==> src/rtl/snn_weight_store.sv <==
// Weight memory server for the SNN inference engine: a read channel with fixed latency, a
// level-handshake write channel and a host load port. Define WSTORE_PARITY_EN to add per-word parity.
module snn_weight_store #(
    parameter int              ADDR_W = 2,
    parameter int              DW     = 8,
    parameter int              RD_LAT = 1,
    parameter logic [DW-1:0]   INIT0  = 8'h12,
    parameter logic [DW-1:0]   INIT1  = 8'h21
) (
    input  logic              clk,
    input  logic              rst_n,
    input  logic              w_req,
    input  logic [ADDR_W-1:0] w_addr,
    output logic              w_valid,
    output logic [DW-1:0]     w_data,
    input  logic              wb_req,
    input  logic [ADDR_W-1:0] wb_addr,
    input  logic [DW-1:0]     wb_wdata,
    output logic              wb_ack,
    input  logic              ld_en,
    input  logic [ADDR_W-1:0] ld_addr,
    input  logic [DW-1:0]     ld_data,
    output logic              busy,
    output logic              par_err
);
    localparam int DEPTH = 1 << ADDR_W;

    typedef enum logic [1:0] {S_IDLE = 2'd0, S_RD = 2'd1, S_WR = 2'd2} state_t;

    state_t              state_q, state_d;
    logic [1:0]          lat_q, lat_d;
    logic [DW-1:0]       snap_q, snap_d;
    logic [ADDR_W-1:0]   wa_q, wa_d;
    logic [DW-1:0]       wd_q, wd_d;
    logic [DW-1:0]       mem_q [DEPTH];
    logic                rd_done, wr_done;

    always_comb begin
        state_d = state_q;
        lat_d   = lat_q;
        snap_d  = snap_q;
        wa_d    = wa_q;
        wd_d    = wd_q;
        rd_done = 1'b0;
        wr_done = 1'b0;
        case (state_q)
            S_IDLE: begin
                if (w_req) begin
                    snap_d  = mem_q[w_addr];
                    lat_d   = 2'(RD_LAT - 1);
                    state_d = S_RD;
                end else if (wb_req) begin
                    wa_d    = wb_addr;
                    wd_d    = wb_wdata;
                    state_d = S_WR;
                end
            end
            S_RD: begin
                if (lat_q == 2'd0) begin
                    rd_done = 1'b1;
                    state_d = S_IDLE;
                end else begin
                    lat_d = lat_q - 2'd1;
                end
            end
            S_WR: begin
                wr_done = 1'b1;
                state_d = S_IDLE;
            end
            default: state_d = S_IDLE;
        endcase
    end

    always_ff @(posedge clk) begin
        if (!rst_n) begin
            state_q <= S_IDLE;
            lat_q   <= '0;
            snap_q  <= '0;
            wa_q    <= '0;
            wd_q    <= '0;
        end else begin
            state_q <= state_d;
            lat_q   <= lat_d;
            snap_q  <= snap_d;
            wa_q    <= wa_d;
            wd_q    <= wd_d;
        end
    end

    // Host load is ordered after the write commit so it wins on an address collision.
    always_ff @(posedge clk) begin
        if (!rst_n) begin
            for (int i = 0; i < DEPTH; i++) mem_q[i] <= '0;
            mem_q[0] <= INIT0;
            mem_q[1] <= INIT1;
        end else begin
            if (wr_done) mem_q[wa_q] <= wd_q;
            if (ld_en)   mem_q[ld_addr] <= ld_data;
        end
    end

    // Gating with rst_n keeps a reset cycle from ever showing a completion pulse.
    assign w_valid = rd_done & rst_n;
    assign wb_ack  = wr_done & rst_n;
    assign w_data  = w_valid ? snap_q : '0;
    assign busy    = (state_q != S_IDLE);

`ifdef WSTORE_PARITY_EN
    logic par_q [DEPTH];
    logic snap_par_q;
    logic par_err_q;

    always_ff @(posedge clk) begin
        if (!rst_n) begin
            for (int i = 0; i < DEPTH; i++) par_q[i] <= 1'b0;
            par_q[0]   <= ^INIT0;
            par_q[1]   <= ^INIT1;
            snap_par_q <= 1'b0;
            par_err_q  <= 1'b0;
        end else begin
            if (wr_done) par_q[wa_q] <= ^wd_q;
            if (ld_en)   par_q[ld_addr] <= ^ld_data;
            if (state_q == S_IDLE && w_req) snap_par_q <= par_q[w_addr];
            if (rd_done && ((^snap_q) != snap_par_q)) par_err_q <= 1'b1;
        end
    end

    assign par_err = par_err_q;
`else
    assign par_err = 1'b0;
`endif

endmodule

==> config.mk <==
export PLATFORM = sky130hd
export DESIGN_NAME = snn_weight_store
export DESIGN_NICKNAME = d
export VERILOG_FILES = /design/src/rtl/snn_weight_store.sv
export SDC_FILE = /design/constraint.sdc
export NUM_CORES = 1
export LEC_CHECK = 0
export CAP_MARGIN = 10
export CORE_MARGIN = 3
export CORE_UTILIZATION = 47
export CTS_BUF_LIST = sky130_fd_sc_hd__clkbuf_8
export DETAILED_ROUTE_END_ITERATION = 10
export PLACE_DENSITY = 0.7
export SKIP_LAST_GASP = 1
export SYNTH_ARGS = -nofsm -noshare
export SYNTH_HDL_FRONTEND = slang
export SYNTH_SLANG_ARGS = --single-unit
==> constraint.sdc <==
create_clock -name clk -period 1.85 [get_ports clk]
set_input_delay 0.2775 -clock clk [delete_from_list [all_inputs] [get_ports clk]]
set_output_delay 0.2775 -clock clk [all_outputs]
set_load 0.1 [all_outputs]
; ---- Yosys cells after proc, flatten, opt, wreduce, memory -nomap -nowiden
; Memories as Yosys holds them, arrays and structs flattened. A register that Yosys moved wholly into a read port is not among the register bits.
; Cells that the tools add are included.
[word_totals]
register_bits = 14
ram_bits = 32
input_bits = 27
out_inout_bits = 12
wordCells = 54
mem_count = 1
[mem_list]
columns = name, words, word_bits, read_ports, rd_ports_with_merged_regs, write_ports, line_no
row1 = mem_q, 4, 8, 1, 1, 4, 35  ; logic [DW-1:0] mem_q [DEPTH];
[op_classes]
addsub = 1
eq_ne = 6
n_mux = 26
bitwise_logic = 5
n_reduce_logical = 11
[op_table]
columns = cell, count
row1 = 2-to-1 mux 8 bit, 5
row2 = OR reduction 8 bit, 2
row3 = 2-to-1 mux 2 bit, 7
row4 = 2-to-1 mux 1 bit, 12
row5 = case mux 2 bit (2 select lines), 2
row6 = inequality test 2 bit (second input constant), 3
row7 = AND reduction 3 bit, 2
row8 = zero test 2 bit, 2
row9 = AND reduction 2 bit, 2
row10 = nonzero test 2 bit, 2
row11 = inequality test 3 bit (second input constant), 1
row12 = AND 1 bit, 2
row13 = == test 2 x 1 -> 1 bit (second input constant), 1
row14 = == test 2 bit (second input constant), 1
row15 = bitwise OR 1 bit, 2
row16 = subtractor 2 x 1 -> 2 bit (second input constant), 1
row17 = zero test 1 bit, 1
row18 = NOT 1 bit, 1

; ---- Logic depth before layout (Yosys ltp)
[logic_depth]
ltp_word = 7
ltp_mapped = 5
ltp_nobuf = 5

; ---- Least setup slack after synthesis
; No wires, ideal clock.
[synth_timing]
kind = input-to-output
start = input port rst_n
end = output port w_data[0]
arrival_time_ns = 3.885
required_time_ns = 1.572
slack_ns = -2.313
cell_stages = 4
path_buffers = 1
cell_sequence = buf_4 > clkinv_1 > nor3_1 > and2_1
[synth_between]
elab_chain_len = 2
[synth_lines]
columns = element, line_no
row1 = "start, declared", 11  ; input logic rst_n,
row2 = AND 1 bit, 103  ; assign w_valid = rd_done & rst_n;
row3 = via w_valid, 14  ; output logic w_valid,
row4 = 2-to-1 mux 8 bit, 105  ; assign w_data = w_valid ? snap_q : '0;
row5 = "end, declared", 15  ; output logic [DW-1:0] w_data,
; The timed path passes the listed nets, and every way through them passes these cells.

; ---- Worst setup path in the final report
[layout_timing]
start = register lat_q[1]
end = output port w_data[7]
[layout_between]
elab_chain_len = 5
[layout_lines]
columns = element, line_no
row1 = "start, declared", 31  ; logic [1:0] lat_q, lat_d;
row2 = "start signal, assigned", 83  ; lat_q <= lat_d;
row3 = zero test 2 bit, 59  ; if (lat_q == 2'd0) begin
row4 = 2-to-1 mux 1 bit, 59
row5 = 2-to-1 mux 1 bit, 46  ; case (state_q)
row6 = AND 1 bit, 103
row7 = 2-to-1 mux 8 bit, 105
; Every way passes these cells.

==> run metrics <==
outcome complete, no violations; Routed WL per cell roughly 16 microns; layout cells sized above 1 30.5%; Post-synth EDFFs 32; initial antenna violation count 0; Worst IR Drop VDD 486 uV; post-synthesis area per instance 12.0 sq um; chip height 79.6 microns; Final Hold Fails 0; CTS root buf clkbuf_8; n_diodes 0; CTS Sinks 54; maxcap violations 0; Core Area 5170 sq um; Placer Congestion 0.797; Post-CTS Setup Bufs 0; TritonCTS clock tree done; final worst-path cycle share about 97%; critical path type reg2out; CTS buffer count 5; vias in the first global route 1865; crit start category flip-flop; Detailed Place HPWL 4200 microns; IO buf count 37; Die W between 70 and 80 microns; Worst-Margin Slew 0.568 ns; post-synth cell types 35; CP Data Arrival Time 1.52 ns; Max Root-Sink Buffers 2; fillers 428; ratio of total power to cell area between 600 and 700 nW/um^2; Syn Inst Count 212; Post-synth ARST share 0%; crit end category output port; minimum clock period 1.80 ns; num rows 26; worst skew pair latency 0.30 ns; Worst-path clk slew around 0.090 ns; post-synthesis sequential area ratio 55.1%; pin count of the biggest net entering global routing 17; DRT antenna net count 0; clock skew 0.00339 ns; H-tree levels 2; HP Class reg2reg; Via density ~5.5; starting DRC count in detailed routing 88; # IOs 39; Fin Hold WS 0.464 ns; Crit Path Max Fanout 9; Post-Route Utilization about two thirds; Slew Limit Fails 0; Worst EP required 1.57 ns; Yosys reg bits 54; setup violators final 0; first-pass GRT wire length 8910 microns; total grt overflow 0; Mapped Area 2540 sq um; ys flop type edfxtp_1; Total Routing Usage GR between 10% and 20%; RSZ-0062 raised after global routing true; Pleak 1.25 nW; total routed wirelength 5360 microns; Max Fclk around 0.56 GHz; Synthesized Nets 240; initial core utilization 49.2%; Syn-to-layout area delta 35.7%; DR pass1 iterations 4; Max-Slew Margin vs Limit 61.9%; DRC 0; final-stage net count 302; routed vias 1891; die area 6330 sq um; Yosys warning count 0
through the flow:
stage	power (mW)	TNS, ns	cells	area, sq um	setup WS (ns)
finish	2.39	0	345	3450	0.0484
global route	2.48	-0.301	345	3450	-0.0454
CTS	2.41	0	345	3450	0.0343
detailed placement	1.80	-9.07	337	3370	-0.214
global placement	1.79	-7.45	337	3370	-0.186
floorplan	1.61	-3.29	212	2600	-0.412
worst max-delay path: stages, from the launching register on:
cell and delay (ns):
dfxtp_2 0.34, inv_2 0.06, ha_4 0.16, nand2_4 0.05
nor3_4 0.15, buf_12 0.15, and2_4 0.15, buf_12 0.16
area by class of cell:
class	count	area (sq um)	share of cell area [%]
Tap cell	70	87.6	2.54
Multi-Input combinational cell	141	1120	32.4
Clock buffer	5	68.8	1.99
Inverter	3	12.5	0.363
Sequential cell	54	1410	40.7
Timing Repair Buffer	69	744	21.6
Clock inverter	3	15.0	0.435
synth_stat cells (2+ instances only):
library cell / n / share of area (%)
edfxtp_1: 32 / 38
nand2_1: 31 / 4.6
or2_2: 2 / 0.49
inv_1: 2 / 0.30
mux4_2: 8 / 7.1
and4b_1: 2 / 0.79
buf_2: 4 / 0.79
and2_1: 12 / 3.0
nor3_1: 3 / 0.59
dfxtp_1: 22 / 17
o211ai_1: 2 / 0.59
o22a_1: 4 / 1.4
clkbuf_1: 7 / 1.0
or3_1: 4 / 0.98
a21oi_1: 12 / 2.4
buf_4: 2 / 0.59
o21ai_0: 5 / 0.98
nor3_2: 4 / 1.6
o2bb2ai_1: 8 / 2.8
nor2_1: 4 / 0.59
a22o_1: 28 / 9.6
final timing paths:
kind / start / to / slack [ns] / cells after the start
setup / recovery: lat_q[1] / w_data[7] / 0.05 / 7
hold reg to reg: snap_q[0] / snap_q[0] / 0.46 / 2
hold / removal: snap_q[0] / snap_q[0] / 0.46 / 2
setup reg to reg: state_q[0] / mem_q[1][6] / 0.22 / 4
cells in the final DEF, fill, tap and decap left out, drive strengths merged, types with 2 or more instances in the layout:
cell type      instances
edfxtp                32
nand2                 31
and4b                  2
clkbuf                 5
a22o                  28
mux4                   8
or2                    2
o21ai                  5
nor3                   7
o2bb2ai                8
o211ai                 2
a21oi                 12
dfxtp                 22
buf                   43
clkdlybuf4s50         25
nor4b                  2
and2                  12
nor2                   4
or3                    4
inv                    4
o22a                   4
cell families after synthesis:
| group | count (synthesis) | share of synthesized area [%] |
|---|---|---|
| buffers and inverters | 17 | 3.00 |
| DFF | 54 | 55.1 |
| and+or+nand+nor | 72 | 16.4 |
| muxes | 8 | 7.09 |
| other | 1 | 0.147 |
| AOI/OAI and AO/OA | 59 | 17.7 |
| adders and majority gates | 1 | 0.492 |
power by group:
group | total, mW | internal, mW | leakage [nW] | switching, mW
Combinational | 0.391 | 0.197 | 0.702 | 0.194
Clock | 0.622 | 0.258 | 0.0467 | 0.364
Sequential | 1.38 | 1.34 | 0.499 | 0.0394
state kept, by name (all words and copies together), names as in the netlist:
name and cells:
mem_q 32, wa_q 2, lat_q 2, wd_q 8
snap_q 8, state_q 2
repair_timing:
item,4_1_cts,5_1_grt
hold buffers,0,0
pin swaps,1,0
endpoints found under the setup margin,8,9
resized for setup,2,0
routing by layer:
| metal | vias to the layer above | track usage [%] | wire length, microns |
|---|---|---|---|
| met1 | 912 | 23.2 | 2440 |
| li1 | 931 | - | - |
| met5 | - | 0 | 0 |
| met4 | 0 | 5.50 | 60 |
| met3 | 4 | 3.50 | 202 |
| met2 | 44 | 32.2 | 2660 |
Power figures use the tool's default switching activity.
